### src/rtl/frame_streamer_pkg.sv
// Shared constants for the frame streamer: default geometry, tag-bit layout
// and FSM state encodings.
package frame_streamer_pkg;

  localparam int PX_WIDTH_DEF  = 160;
  localparam int PX_HEIGHT_DEF = 120;
  localparam int PIX_BITS_DEF  = 3;

  localparam int TAG_W   = 3;
  localparam int TAG_SOF = 0;
  localparam int TAG_EOL = 1;
  localparam int TAG_EOF = 2;

  typedef enum logic [1:0] {
    IDLE  = 2'd0,
    SCAN  = 2'd1,
    DRAIN = 2'd2
  } fs_state_e;

endpackage

### src/rtl/frame_streamer_if.sv
// Pixel-memory read port plus the valid/ready pixel stream with frame markers.
interface frame_streamer_if #(
  parameter int ADDR_W   = 16,
  parameter int PIX_BITS = 3
);
  logic [ADDR_W-1:0]   mem_addr;
  logic [PIX_BITS-1:0] mem_data;
  logic                out_valid;
  logic                out_ready;
  logic [PIX_BITS-1:0] out_data;
  logic                out_sof;
  logic                out_eol;
  logic                out_eof;

  modport master (
    output mem_addr, input mem_data,
    output out_valid, output out_data, output out_sof, output out_eol, output out_eof,
    input  out_ready
  );

  modport slave (
    input  mem_addr, output mem_data,
    input  out_valid, input out_data, input out_sof, input out_eol, input out_eof,
    output out_ready
  );
endinterface

### src/rtl/frame_streamer_fifo.sv
// Synchronous FIFO with occupancy count; push and pop may coincide at full.
module fs_fifo #(
  parameter int WIDTH = 6,
  parameter int DEPTH = 4,
  localparam int PTR_W = $clog2(DEPTH)
) (
  input  logic             clk,
  input  logic             clr,
  input  logic             push_i,
  input  logic [WIDTH-1:0] wr_data_i,
  input  logic             pop_i,
  output logic [WIDTH-1:0] rd_data_o,
  output logic             empty_o,
  output logic [PTR_W:0]   count_o
);
  localparam logic [PTR_W:0] FULL_C = (PTR_W+1)'(DEPTH);

  logic [WIDTH-1:0] mem_q [DEPTH];
  logic [PTR_W-1:0] wr_ptr_q, rd_ptr_q;
  logic [PTR_W:0]   count_q;
  logic             do_pop_s, do_push_s;

  assign do_pop_s  = pop_i && (count_q != '0);
  assign do_push_s = push_i && ((count_q != FULL_C) || do_pop_s);

  // Entry storage; needs no reset because reads are masked while empty.
  always_ff @(posedge clk) begin
    if (do_push_s) mem_q[wr_ptr_q] <= wr_data_i;
  end

  // Pointers and occupancy.
  always_ff @(posedge clk or negedge clr) begin
    if (!clr) begin
      wr_ptr_q <= '0;
      rd_ptr_q <= '0;
      count_q  <= '0;
    end else begin
      if (do_push_s) wr_ptr_q <= wr_ptr_q + PTR_W'(1);
      if (do_pop_s)  rd_ptr_q <= rd_ptr_q + PTR_W'(1);
      case ({do_push_s, do_pop_s})
        2'b10:   count_q <= count_q + (PTR_W+1)'(1);
        2'b01:   count_q <= count_q - (PTR_W+1)'(1);
        default: count_q <= count_q;
      endcase
    end
  end

  assign empty_o   = (count_q == '0);
  assign count_o   = count_q;
  assign rd_data_o = empty_o ? '0 : mem_q[rd_ptr_q];

endmodule

### src/rtl/frame_streamer.sv
// Raster-order frame scanner: reads pixel memory with credit-based flow
// control and streams codes with sof/eol/eof markers.
module frame_streamer
  import frame_streamer_pkg::*;
#(
  parameter int PX_WIDTH   = PX_WIDTH_DEF,
  parameter int PX_HEIGHT  = PX_HEIGHT_DEF,
  parameter int PIX_BITS   = PIX_BITS_DEF,
  parameter int ADDR_W     = 16,
  parameter int RD_LAT     = 1,
  parameter int FIFO_DEPTH = 4,
  parameter int META_W     = 16
) (
  input  logic              clk,
  input  logic              clr,
  input  logic              frame_req,
  input  logic [META_W-1:0] meta_in,
  input  logic              flag_in,
  frame_streamer_if.master  fs,
  output logic [META_W-1:0] meta_out,
  output logic              flag_out,
  output logic              busy,
  output logic [15:0]       frame_cnt,
  output logic [7:0]        drop_cnt
);
  localparam int X_W   = $clog2(PX_WIDTH);
  localparam int Y_W   = $clog2(PX_HEIGHT);
  localparam int CNT_W = $clog2(FIFO_DEPTH) + 1;
  localparam logic [X_W-1:0]   X_LAST  = X_W'(PX_WIDTH - 1);
  localparam logic [Y_W-1:0]   Y_LAST  = Y_W'(PX_HEIGHT - 1);
  localparam logic [CNT_W-1:0] DEPTH_C = CNT_W'(FIFO_DEPTH);

  fs_state_e         state_q, state_d;
  logic [X_W-1:0]    x_q, x_d;
  logic [Y_W-1:0]    y_q, y_d;
  logic [ADDR_W-1:0] addr_q, addr_d;
  logic [META_W-1:0] meta_q, meta_d;
  logic              flag_q, flag_d, busy_q, busy_d;
  logic [15:0]       frame_cnt_q, frame_cnt_d;
  logic [7:0]        drop_cnt_q, drop_cnt_d;

  logic [RD_LAT-1:0] vld_q;
  logic [TAG_W-1:0]  tag_q [RD_LAT];
  logic [TAG_W-1:0]  tag_s;
  logic [CNT_W-1:0]  inflight_s, fifo_count_s;
  logic              issue_s, last_x_s, last_y_s, fifo_empty_s, pop_s;
  logic [PIX_BITS+TAG_W-1:0] head_s;

  assign last_x_s = (x_q == X_LAST);
  assign last_y_s = (y_q == Y_LAST);
  assign pop_s    = !fifo_empty_s && fs.out_ready;

  // Reads in flight = occupied slots of the latency pipeline.
  always_comb begin
    inflight_s = '0;
    for (int i = 0; i < RD_LAT; i++) inflight_s = inflight_s + CNT_W'(vld_q[i]);
  end

  // Issue only when the FIFO is guaranteed room for every outstanding read.
  assign issue_s = (state_q == SCAN) && ((fifo_count_s + inflight_s) < DEPTH_C);

  // Marker tag for the pixel being issued.
  always_comb begin
    tag_s          = '0;
    tag_s[TAG_SOF] = (x_q == '0) && (y_q == '0);
    tag_s[TAG_EOL] = last_x_s;
    tag_s[TAG_EOF] = last_x_s && last_y_s;
  end

  // Next-state and counter logic.
  always_comb begin
    state_d     = state_q;
    x_d         = x_q;
    y_d         = y_q;
    addr_d      = addr_q;
    meta_d      = meta_q;
    flag_d      = flag_q;
    busy_d      = busy_q;
    frame_cnt_d = frame_cnt_q;
    case (state_q)
      IDLE: begin
        if (frame_req) begin
          meta_d  = meta_in;
          flag_d  = flag_in;
          x_d     = '0;
          y_d     = '0;
          addr_d  = '0;
          busy_d  = 1'b1;
          state_d = SCAN;
        end else begin
          state_d = IDLE;
        end
      end
      SCAN: begin
        if (issue_s) begin
          if (last_x_s) begin
            x_d = '0;
            if (last_y_s) state_d = DRAIN;
            else          y_d = y_q + Y_W'(1);
          end else begin
            x_d = x_q + X_W'(1);
          end
          // Address parks on the final pixel rather than running past the frame.
          if (last_x_s && last_y_s) addr_d = addr_q;
          else                      addr_d = addr_q + ADDR_W'(1);
        end else begin
          state_d = SCAN;
        end
      end
      DRAIN: begin
        if ((inflight_s == '0) && fifo_empty_s) begin
          frame_cnt_d = frame_cnt_q + 16'd1;
          busy_d      = 1'b0;
          state_d     = IDLE;
        end else begin
          state_d = DRAIN;
        end
      end
      default: state_d = IDLE;
    endcase

    if (frame_req && (state_q != IDLE) && (drop_cnt_q != 8'hFF)) drop_cnt_d = drop_cnt_q + 8'd1;
    else                                                          drop_cnt_d = drop_cnt_q;
  end

  // State and control registers.
  always_ff @(posedge clk or negedge clr) begin
    if (!clr) begin
      state_q     <= IDLE;
      x_q         <= '0;
      y_q         <= '0;
      addr_q      <= '0;
      meta_q      <= '0;
      flag_q      <= 1'b0;
      busy_q      <= 1'b0;
      frame_cnt_q <= 16'd0;
      drop_cnt_q  <= 8'd0;
    end else begin
      state_q     <= state_d;
      x_q         <= x_d;
      y_q         <= y_d;
      addr_q      <= addr_d;
      meta_q      <= meta_d;
      flag_q      <= flag_d;
      busy_q      <= busy_d;
      frame_cnt_q <= frame_cnt_d;
      drop_cnt_q  <= drop_cnt_d;
    end
  end

  // Tag/valid pipeline matched to the memory read latency.
  always_ff @(posedge clk or negedge clr) begin
    if (!clr) begin
      vld_q <= '0;
      for (int i = 0; i < RD_LAT; i++) tag_q[i] <= '0;
    end else begin
      vld_q[0] <= issue_s;
      tag_q[0] <= tag_s;
      for (int i = 1; i < RD_LAT; i++) begin
        vld_q[i] <= vld_q[i-1];
        tag_q[i] <= tag_q[i-1];
      end
    end
  end

  fs_fifo #(.WIDTH(PIX_BITS + TAG_W), .DEPTH(FIFO_DEPTH)) u_fifo (
    .clk       (clk),
    .clr       (clr),
    .push_i    (vld_q[RD_LAT-1]),
    .wr_data_i ({tag_q[RD_LAT-1], fs.mem_data}),
    .pop_i     (pop_s),
    .rd_data_o (head_s),
    .empty_o   (fifo_empty_s),
    .count_o   (fifo_count_s)
  );

  assign fs.mem_addr  = addr_q;
  assign fs.out_valid = !fifo_empty_s;
  assign fs.out_data  = head_s[PIX_BITS-1:0];
  assign fs.out_sof   = head_s[PIX_BITS+TAG_SOF];
  assign fs.out_eol   = head_s[PIX_BITS+TAG_EOL];
  assign fs.out_eof   = head_s[PIX_BITS+TAG_EOF];
  assign meta_out     = meta_q;
  assign flag_out     = flag_q;
  assign busy         = busy_q;
  assign frame_cnt    = frame_cnt_q;
  assign drop_cnt     = drop_cnt_q;

endmodule

### src/flat_wrapper.sv
// flat-port wrapper written by rule: the top's interface ports become plain ports
module frame_streamer_flat import frame_streamer_pkg::*;
#(
  parameter int PX_WIDTH   = PX_WIDTH_DEF,
  parameter int PX_HEIGHT  = PX_HEIGHT_DEF,
  parameter int PIX_BITS   = PIX_BITS_DEF,
  parameter int ADDR_W     = 16,
  parameter int RD_LAT     = 1,
  parameter int FIFO_DEPTH = 4,
  parameter int META_W     = 16
)
  (clk, clr, frame_req, meta_in, flag_in, meta_out, flag_out, busy, frame_cnt, drop_cnt, fs_mem_addr, fs_mem_data, fs_out_valid, fs_out_data, fs_out_sof, fs_out_eol, fs_out_eof, fs_out_ready);
  frame_streamer_if #(.ADDR_W(ADDR_W), .PIX_BITS(PIX_BITS)) fs_i ();
  input  logic clk;
  input  logic clr;
  input  logic frame_req;
  input  logic [META_W-1:0] meta_in;
  input  logic flag_in;
  output logic [META_W-1:0] meta_out;
  output logic flag_out;
  output logic busy;
  output logic [15:0] frame_cnt;
  output logic [7:0] drop_cnt;
  output wire logic [$bits(fs_i.mem_addr)-1:0] fs_mem_addr;
  input wire logic [$bits(fs_i.mem_data)-1:0] fs_mem_data;
  output wire logic [$bits(fs_i.out_valid)-1:0] fs_out_valid;
  output wire logic [$bits(fs_i.out_data)-1:0] fs_out_data;
  output wire logic [$bits(fs_i.out_sof)-1:0] fs_out_sof;
  output wire logic [$bits(fs_i.out_eol)-1:0] fs_out_eol;
  output wire logic [$bits(fs_i.out_eof)-1:0] fs_out_eof;
  input wire logic [$bits(fs_i.out_ready)-1:0] fs_out_ready;
  assign fs_mem_addr = fs_i.mem_addr;
  assign fs_i.mem_data = fs_mem_data;
  assign fs_out_valid = fs_i.out_valid;
  assign fs_out_data = fs_i.out_data;
  assign fs_out_sof = fs_i.out_sof;
  assign fs_out_eol = fs_i.out_eol;
  assign fs_out_eof = fs_i.out_eof;
  assign fs_i.out_ready = fs_out_ready;
  frame_streamer #(.PX_WIDTH(PX_WIDTH), .PX_HEIGHT(PX_HEIGHT), .PIX_BITS(PIX_BITS), .ADDR_W(ADDR_W), .RD_LAT(RD_LAT), .FIFO_DEPTH(FIFO_DEPTH), .META_W(META_W)) u_core (.clk(clk), .clr(clr), .frame_req(frame_req), .meta_in(meta_in), .flag_in(flag_in), .fs(fs_i), .meta_out(meta_out), .flag_out(flag_out), .busy(busy), .frame_cnt(frame_cnt), .drop_cnt(drop_cnt));
endmodule
### config.mk
export PLATFORM = sky130hd
export DESIGN_NAME = frame_streamer_flat
export DESIGN_NICKNAME = d
export VERILOG_FILES = /design/src/rtl/frame_streamer_pkg.sv /design/src/rtl/frame_streamer_if.sv /design/src/rtl/frame_streamer_fifo.sv /design/src/rtl/frame_streamer.sv /design/src/flat_wrapper.sv
export SDC_FILE = /design/constraint.sdc
export NUM_CORES = 1
export LEC_CHECK = 0
export CORE_MARGIN = 2
export CORE_UTILIZATION = 55
export DETAILED_ROUTE_END_ITERATION = 16
export DONT_BUFFER_PORTS = 1
export PLACE_DENSITY = 0.7
export SLEW_MARGIN = 20
export SYNTH_ARGS = -nofsm -noshare
export SYNTH_HDL_FRONTEND = slang
export SYNTH_SLANG_ARGS = --single-unit
### constraint.sdc
create_clock -name clk -period 6.34 [get_ports clk]
set_input_delay 1.268 -clock clk [delete_from_list [all_inputs] [get_ports clk]]
set_output_delay 1.268 -clock clk [all_outputs]
set_load 0.01 [all_outputs]
# Yosys cells after proc, flatten, opt, wreduce, memory -nomap -nowiden

Memories as Yosys holds them, arrays and structs flattened.
Index checks and enable logic that the tools add are counted.

Bits in read-only memories: 0
Bits in writable memories: 24
Bits in registers: 86
Memories kept: 1
Logic and storage cells: 96
Output and inout bits: 65
Input port bits: 24
Bits in latches: 0

Add/sub/neg operators: 10
Muxes and demuxes: 26
Reduce and logical (&&, ||, !) cells: 28
$mul: 0
Bitwise operators: 0
Equality and inequality tests: 16
Shifts and indexed selects: 0
Divide/modulo/power cells: 0
$lt $le $gt $ge: 1

Memories:

| name                | words | bits a word | read ports | clocked after Yosys merged registers in | write ports | RTL line                  | text |
|---|---|---|---|---|---|---|---|
| u_core.u_fifo.mem_q | 4     | 6           | 1          | 0                                       | 1           | frame_streamer_fifo.sv:18 | `logic [WIDTH-1:0] mem_q [DEPTH];` |

Operators with widths:

| cell                  | number |
|---|---|
| $mux 16               | 3 |
| $add 16x1->16 const B | 2 |
| $pmux 16 s2           | 1 |
| $mux 7                | 4 |
| $mux 8                | 3 |
| $add 8x1->8 const B   | 2 |
| $pmux 8 s2            | 1 |
| $pmux 7 s2            | 1 |
| $logic_and 1x1->1     | 9 |
| $ne 3x3->1 const B    | 3 |
| $eq 8x8->1 const B    | 1 |
| $logic_not 8->1       | 1 |
| $mux 2                | 4 |
| $ne 8x8->1 const B    | 1 |
| $reduce_bool 2->1     | 4 |
| $add 7x1->7 const B   | 1 |
| $eq 7x7->1 const B    | 1 |
| $logic_not 7->1       | 1 |
| $logic_not 3->1       | 2 |
| $mux 6                | 1 |
| $ne 2x1->1 const B    | 3 |
| $ne 2x2->1 const B    | 3 |
| $pmux 2 s3            | 1 |
| $pmux 3 s2            | 1 |
| other kinds (17)      | 27 |

# Logic depth before layout (Yosys ltp)

Depth in word-level cells: 8
Depth in mapped cells: 9

# Hierarchy

A second synthesis with hierarchy kept.

Cell total of the unflattened synthesis: 483
Area, all modules: 5331.4 um2

By module, submodules not included:

| module         | seq. area each (um2) | cells each | area each (um2) | times used |
|---|---|---|---|---|
| frame_streamer | 1976.9               | 391        | 3902.5          | 1 |
| fs_fifo        | 895.9                | 92         | 1428.9          | 1 |

# Least setup slack after synthesis

OpenSTA, ideal clock, no wires.

Path kind: input port to flip-flop
Start point: in fs_out_ready
End point: reg u_core.u_fifo.count_q[1], in the netlist u_core.u_fifo.count_o[1]
Setup slack: 3.409 ns
Library setup time: 0.087 ns
Data required time: 6.253 ns
Data arrival time: 2.844 ns
Cell stages on the path: 7
Cell sequence: clkbuf_1 -> nand2_1 -> or2_2 -> fa_1 -> nor3_1 -> o21ai_0 -> a22oi_1

Cells in the longest elaborated chain, start to end: 6
Elaborated cells on any way between the ends: 8

Ends and longest elaborated chain:

| item                                                   | RTL line                  | text |
|---|---|---|
| start, declared                                        | flat_wrapper.sv:31        | `input wire logic [$bits(fs_i.out_ready)-1:0] fs_out_ready;` |
| $logic_and 1x1->1 (*)                                  | frame_streamer.sv:51      | `assign pop_s = !fifo_empty_s && fs.out_ready;` |
| $logic_and 1x1->1 (*)                                  | frame_streamer_fifo.sv:23 | `assign do_pop_s = pop_i && (count_q != '0);` |
| $logic_or 1x1->1                                       | frame_streamer_fifo.sv:24 | `assign do_push_s = push_i && ((count_q != FULL_C) \|\| do_pop_s);` |
| $logic_and 1x1->1                                      | frame_streamer_fifo.sv:24 |  |
| $eq 2x1->1 / $eq 2x2->1 (equally long branches)        | frame_streamer_fifo.sv:40 | `case ({do_push_s, do_pop_s})` |
| $pmux 3 s2 / $reduce_bool 2->1 (equally long branches) | --                        |  |
| end signal, assigned                                   | frame_streamer_fifo.sv:41 | `2'b10: count_q <= count_q + (PTR_W+1)'(1);` |
| end signal, assigned                                   | frame_streamer_fifo.sv:42 | `2'b01: count_q <= count_q - (PTR_W+1)'(1);` |
| end signal, assigned                                   | frame_streamer_fifo.sv:43 | `default: count_q <= count_q;` |
| end, declared                                          | frame_streamer_fifo.sv:20 | `logic [PTR_W:0] count_q;` |

Every way passes the cells marked *; elsewhere a longest branch is shown, timed or not.
A chain may end at the register's enable or synchronous reset.

# Final worst setup path

Start point: reg u_core.u_fifo.rd_ptr_q[0]
End point: out fs_out_eol

Cells in the longest elaborated chain, start to end: 2

Ends and longest elaborated chain:

| item                   | RTL line                  | text |
|---|---|---|
| start, declared        | frame_streamer_fifo.sv:19 | `logic [PTR_W-1:0] wr_ptr_q, rd_ptr_q;` |
| start signal, assigned | frame_streamer_fifo.sv:39 | `if (do_pop_s) rd_ptr_q <= rd_ptr_q + PTR_W'(1);` |
| $mem_v2 4x6            | --                        |  |
| $mux 6                 | frame_streamer_fifo.sv:50 | `assign rd_data_o = empty_o ? '0 : mem_q[rd_ptr_q];` |
| end, declared          | flat_wrapper.sv:29        | `output wire logic [$bits(fs_i.out_eol)-1:0] fs_out_eol;` |

No other way between the ends.

==> metrics.cfg <==
[run_status]
outcome = complete, no violations

[placement]
hpwl_mm = 6.667
routabilityCongestion = 0.7799
place_ws_ps = 3625
port_buffers = 0

[drt]
vias = 3362
wl_met2_mm = 4.662
avgRoutedWirePerCell_um = 17.53
antenna_left = 0
drc = 0
dr_wl_met3_um = 383
dr.max_layer_used = met4
finalWirelength_mm = 9.678
viasPerCell = 6.091
drt-pass1-iter-count = 4
drtIter0Drc = 263
drt-met1-wl_mm = 4.468

[die]
io_pins = 89
initial_utilization_pct = 56.10
rows = 35
die_w_um = 100.6
core_area_mm2 = 0.009153
dieArea_mm2 = 0.01013
die_y_um = 100.6

[grt]
first_global_vias = 3292
grt-ovfl-total = 0
grt_pass1_wl_mm = 15.73
antenna_found_initial = 0
grt_max_degree = 87
groute.usage.overall_pct = 19.66

[finish]
layout_commonest_cell = dfrtp_1
syn2layout_area_growth_pct = 4.922
nNetsFinal = 472
drive_above_1_share_pct = 12.24
layout_common_cells = dfrtp_1 (86), o21ai_0 (39), nand2_1 (28)
diodes = 0
fillers = 725

[min_path]
hold-path-cell-count = 0
min_path_type = flop to flop
hold_start = u_core.tag_q[1]
hold_end = u_core.u_fifo.mem_q[2][4]

[timing]
setup-violations-final = 0
finClkSkew_ps = 9.231
min_period_ps = 3012
rsz0062_at_grt = no
slew_headroom_pct = 36.70
slew_violations = 0
finalHoldViolCount = 0
fin_ws_ps = 3328
fmax_mhz = 332.0
finalCritPeriodShare_pct = 47.51
tightest_slew_ps = 947.2
finalSetupTns_ps = 0

[synth]
ys_warn_count = 0
synthArstFlopShare_pct = 78.18
ys_seq_area_share_pct = 55.95
synth_edf_count = 24
syn_inst = 441
synth_cell_type_count = 56
syn_area_per_cell_um2 = 11.64
synth_nets = 477
synth.top_cell.area_share_pct = 41.91
yosys_most_used_dff = dfrtp_1
yosysTopAreaCell = dfrtp_1
synth_top_cells_by_area = dfrtp_1 (42%), edfxtp_1 (14%), mux2_2 (4.2%)
synth_seq_cells = 110
syn_area_mm2 = 0.005135

[worst_setup_path]
cp.arrival_ps = 1740
path_max_fanout = 8
endpoint_kind = output pin
critPathKind = flop to output pin
critPathRequiredTime_ps = 5070
r2r_cells = 7
critPathLaunchType = flop
r2r-start = u_core.vld_q
r2r_end = u_core.y_q[0]
r2r_slack_ps = 3730

[clock_network]
clk_path_buf_depth = 2
ctsHoldBuffers = 0
numCtsBuffers = 9
insertion_delay_ps = 360
cts_tree = done
cts.sinks = 110
h-tree-depth = 3
cts_root_buffer = clkbuf_8
clk_pin_slew_ps = 100
post-cts-setup-buffers = 0
ctsResizeCount = 0

[power]
p_per_area_mw_per_mm2 = 388.3
vdd_drop_max_mv = 0.1500
power_leakage_nw = 2.255

[job]
maxCapViolations = 0

registers in the layout, indices dropped and copies added, names as in the netlist, 2 cells and up:
signal	count
u_core.tag_q	3
u_core.fs.mem_addr	16
u_core.drop_cnt	8
u_core.y_q	7
u_core.u_fifo.count_o	3
u_core.u_fifo.wr_ptr_q	2
u_core.x_q	8
u_core.u_fifo.mem_q	24
u_core.state_q	2
u_core.meta_out	16
u_core.frame_cnt	16
u_core.u_fifo.rd_ptr_q	2
worst max path at each step:
stage                                    end                       from  slack [ps]
floorplan           u_core.u_fifo.count_o[1]               fs_out_ready        3410
global placement    u_core.u_fifo.count_o[1]               fs_out_ready        3690
detailed placement  u_core.u_fifo.count_o[1]               fs_out_ready        3620
CTS                               fs_out_eol  u_core.u_fifo.rd_ptr_q[0]        3280
global route                      fs_out_eol  u_core.u_fifo.rd_ptr_q[0]        3200
finish                            fs_out_eol  u_core.u_fifo.rd_ptr_q[0]        3330
Yosys cell counts (10+ instances only):
| library cell | instances |
|---|---|
| nor2_1 | 24 |
| and2_1 | 15 |
| nand2_1 | 28 |
| dfrtp_1 | 86 |
| nand4_1 | 14 |
| o21ai_0 | 39 |
| mux2_2 | 19 |
| nand3_1 | 24 |
| and3_1 | 15 |
| inv_1 | 13 |
| ha_1 | 11 |
| xor2_1 | 10 |
| xnor2_1 | 18 |
| clkbuf_1 | 11 |
| edfxtp_1 | 24 |
through the flow:
step | util [%] | cells | instance area, µm² | hold slack, ps | power (mW)
CTS | 58.87 | 552 | 5388 | 516.2 | 2.113
global route | 58.87 | 552 | 5388 | 520.6 | 2.230
finish | 58.87 | 552 | 5388 | 511.1 | 2.092
floorplan | - | 441 | 5135 | 454.7 | 1.578
detailed placement | 56.95 | 536 | 5213 | 497.1 | 1.726
global placement | 56.95 | 536 | 5213 | 468.6 | 1.687
power breakdown:
part / switching (mW) / leakage, nW / internal (mW)
combinational: 0.299 / 0.840 / 0.247
clock: 0.236 / 0.0889 / 0.150
sequential: 0.254 / 1.33 / 0.905
critical path: stages (launching register included):
cell,delay [ps]
dfrtp_1,620
mux4_2,560
and2_1,210
area by class of cell:
type | count | area [µm²] | area share, %
sequential | 110 | 2873 | 53.32
multi-input combinational | 300 | 2141 | 39.74
clock inverter | 5 | 42.54 | 0.7896
inverter | 14 | 52.55 | 0.9754
clock buffer | 11 | 132.6 | 2.462
timing repair buffer | 1 | 7.507 | 0.1393
tap | 111 | 138.9 | 2.578
cell families after synthesis:
kind of cell	share of synthesized area, %
AOI/OAI and AO/OA	10.45
muxes	6.798
and+or+nand+nor	16.50
DFF	55.95
adders and majority gates	3.070
buffers and inverters	2.461
xor gates and xnor gates	4.776
layer usage:
metal / track usage, % / up-vias
li1: - / 1611
met1: 27.18 / 1657
met2: 30.92 / 81
met3: 3.398 / 13
met4: 8.219 / 0
met5: 0 / -
Note: power is estimated with default switching activity, not from simulation.
==> RTL edit (same settings) <==
Put one more register stage on the output `frame_cnt`, cleared by the reset. The value now appears one clock later. The other outputs are not delayed to match.
--- a/src/rtl/frame_streamer.sv
+++ b/src/rtl/frame_streamer.sv
@@ -183,7 +183,13 @@
   assign meta_out     = meta_q;
   assign flag_out     = flag_q;
   assign busy         = busy_q;
-  assign frame_cnt    = frame_cnt_q;
+  always_ff @(posedge clk or negedge clr) begin
+    if (!clr) begin
+      frame_cnt <= '0;
+    end else begin
+      frame_cnt <= frame_cnt_q;
+    end
+  end
   assign drop_cnt     = drop_cnt_q;
 
 endmodule
Function: same outputs for any inputs over 10 cycles, from zero or initial values; that may be too few to reach the edited logic, so the function may still have changed.
==> RTL edit against the original RTL <==
Synthesized area grew 8.9%. Die area is 8.6% higher. Power rose by 45%. Hold slack worse by 0.11 ns. Clock power grew 130%. Routed wire length up 19%. Sequential cell count rose by 16. Combinational power rose by 40%. Count of clock-buffer cells in the layout is 7 higher. Design area increased by 16%. Setup slack lost 0.19 ns. Maximum frequency decreased by 5.8%. Global-route usage increased by 2.8 points. Critical path depth unchanged. Largest power group unchanged.
==> RTL edit: results (changes against the original RTL) <==
* Run status: finished clean
* P_leak at 0.002747 µW (+22%)
* Area contributors post-synth: dfrtp_1 46%, edfxtp_1 13%, nand2_1 6.1%
* First-pass GRT wire length at 19520 µm (+24%)
* Nets@finish at 541 (+15%)
* Largest net degree at the start of global routing at 103 (+18%)
* GP Congestion at 0.8725 (+12%)
* FF-to-FF path depth at 8 (+1)
* Vias in the first global route at 3873 (+18%)
* Critical path peak fanout at 8 (unchanged)
* Fraction of layout cells with a size suffix above 1 at 0.1120 (-0.01048)
* Max FFs per register at 24 (unchanged)
* Commonest cells in the netlist: 102 x dfrtp_1, 91 x nand2_1, 29 x o21ai_0
* CP Capture Point: fs_out_eof
* Drt total wl at 11530 µm (+19%)
* Worst slew pin tran at 0.7385 ns (-0.2087 ns)
* Initial DRC count at 167 (-37%)
* Gr usage total at 0.2245 (+0.02790)
* Netlist cell types at 58 (+3.6%)
* Clock skew at 0.006745 ns (-0.002487 ns)
* DR vias/cell at 5.923 (-2.7%)
* Arr. time, crit path at 1.93 ns (+0.19 ns)
* CTS resizes at 0 (unchanged)
* Critical path startpoint: u_core.u_fifo.rd_ptr_q[0]
* DRT Pass-1 Iters at 4 (unchanged)
* Hpwl dp at 7498 µm (+12%)
* Root buf cell: clkbuf_8
* # fillers at 811 (+12%)
* Worst IR drop on VDD at 0.2526 mV (+68%)
* ANT cells at 0 (unchanged)
* CTS H-tree lvls at 4 (+1)
* Port buffer count at 0 (unchanged)
* R2r startpoint: u_core.u_fifo.count_o[1]
* Sequential area share after synthesis at 0.5852 (+0.02578)
* Initial antenna violation count at 0 (unchanged)
* WHS Path Cells at 0 (unchanged)
* Post-synth EDFFs at 24 (unchanged)
* Later-pin clock latency in the skew report at 0.52 ns (+0.16 ns)
* Async SR Flop Fraction at 0.8095 (+0.02771)
* Flop-to-flop setup slack at 3.75 ns (+0.02 ns)
* Reg-to-Reg End: u_core.u_fifo.count_o[1]
* Reg clk slew, reported paths at 0.06 ns (-0.04 ns)
* CTS buffer count at 17 (+8)
RTL edit: cell types whose count changed in the layout (fill, tap and decap cells not counted), sizes merged, moves of 4 or more:
cell | before | now
dfrtp | 86 | 102
o21ai | 43 | 35
and2b | 0 | 4
mux2 | 19 | 3
and2 | 15 | 7
inv | 16 | 23
clkbuf | 11 | 18
a21oi | 5 | 12
nand2 | 28 | 91
or4 | 1 | 5
RTL edit: report_power, final:
group / switching, µW / total (µW) / internal, µW
clock network: 369 / 906 / 537
registers: 316 / 1360 / 1040
logic: 445 / 767 / 322
total: 1130 / 3030 / 1900
RTL edit: final cells by class:
cell class | count | share of cell area
flip-flops and latches | 126 | 0.5247
multi-input cells | 343 | 0.3482
clock buffers | 18 | 0.06859
well taps | 133 | 0.02667
clock inverters | 14 | 0.02106
inverters | 16 | 0.009627
repair buffers | 1 | 0.001203
RTL edit: worst min path at each step:
stage                           start                    to  slack (ns)
2_1_floorplan  u_core.frame_cnt_q[15]  u_core.frame_cnt[15]        0.37
3_3_place_gp   u_core.frame_cnt_q[15]  u_core.frame_cnt[15]        0.38
3_5_place_dp   u_core.frame_cnt_q[15]  u_core.frame_cnt[15]        0.39
4_1_cts        u_core.frame_cnt_q[15]  u_core.frame_cnt[15]        0.40
5_1_grt                           clr   u_core.frame_cnt[3]        0.41
6_report       u_core.frame_cnt_q[15]  u_core.frame_cnt[15]        0.40
RTL edit: cell families after synthesis:
family / Yosys count / synth area share
AOI/OAI and AO/OA: 83 / 0.09598
adders and majority gates: 12 / 0.02819
DFF: 126 / 0.5852
xor gates and xnor gates: 28 / 0.04385
buffers and inverters: 35 / 0.02774
and+or+nand+nor: 210 / 0.1864
muxes: 10 / 0.03266
RTL edit: metrics by stage:
step / hold WS (ns) / std cells / setup slack (ns) / cell area, µm²
6_report: 0.3991 / 651 / 3.141 / 6238
3_5_place_dp: 0.3873 / 619 / 3.299 / 5672
2_1_floorplan: 0.3729 / 504 / 3.409 / 5593
3_3_place_gp: 0.3805 / 619 / 3.416 / 5672
5_1_grt: 0.4114 / 651 / 3.043 / 6238
4_1_cts: 0.4047 / 651 / 2.820 / 6231
RTL edit: worst max-delay path: stages, from the launching register on:
cell     delay [ns]
dfrtp_1        0.63
mux4_2         0.58
and2b_1        0.21
RTL edit: layer usage:
metal | track usage | vias to the layer above | wire length [µm]
met5 | 0 | - | 0
li1 | - | 1797 | -
met2 | 0.3752 | 134 | 5903
met3 | 0.06675 | 15 | 757
met4 | 0.07524 | 0 | 165
met1 | 0.2797 | 1910 | 4703
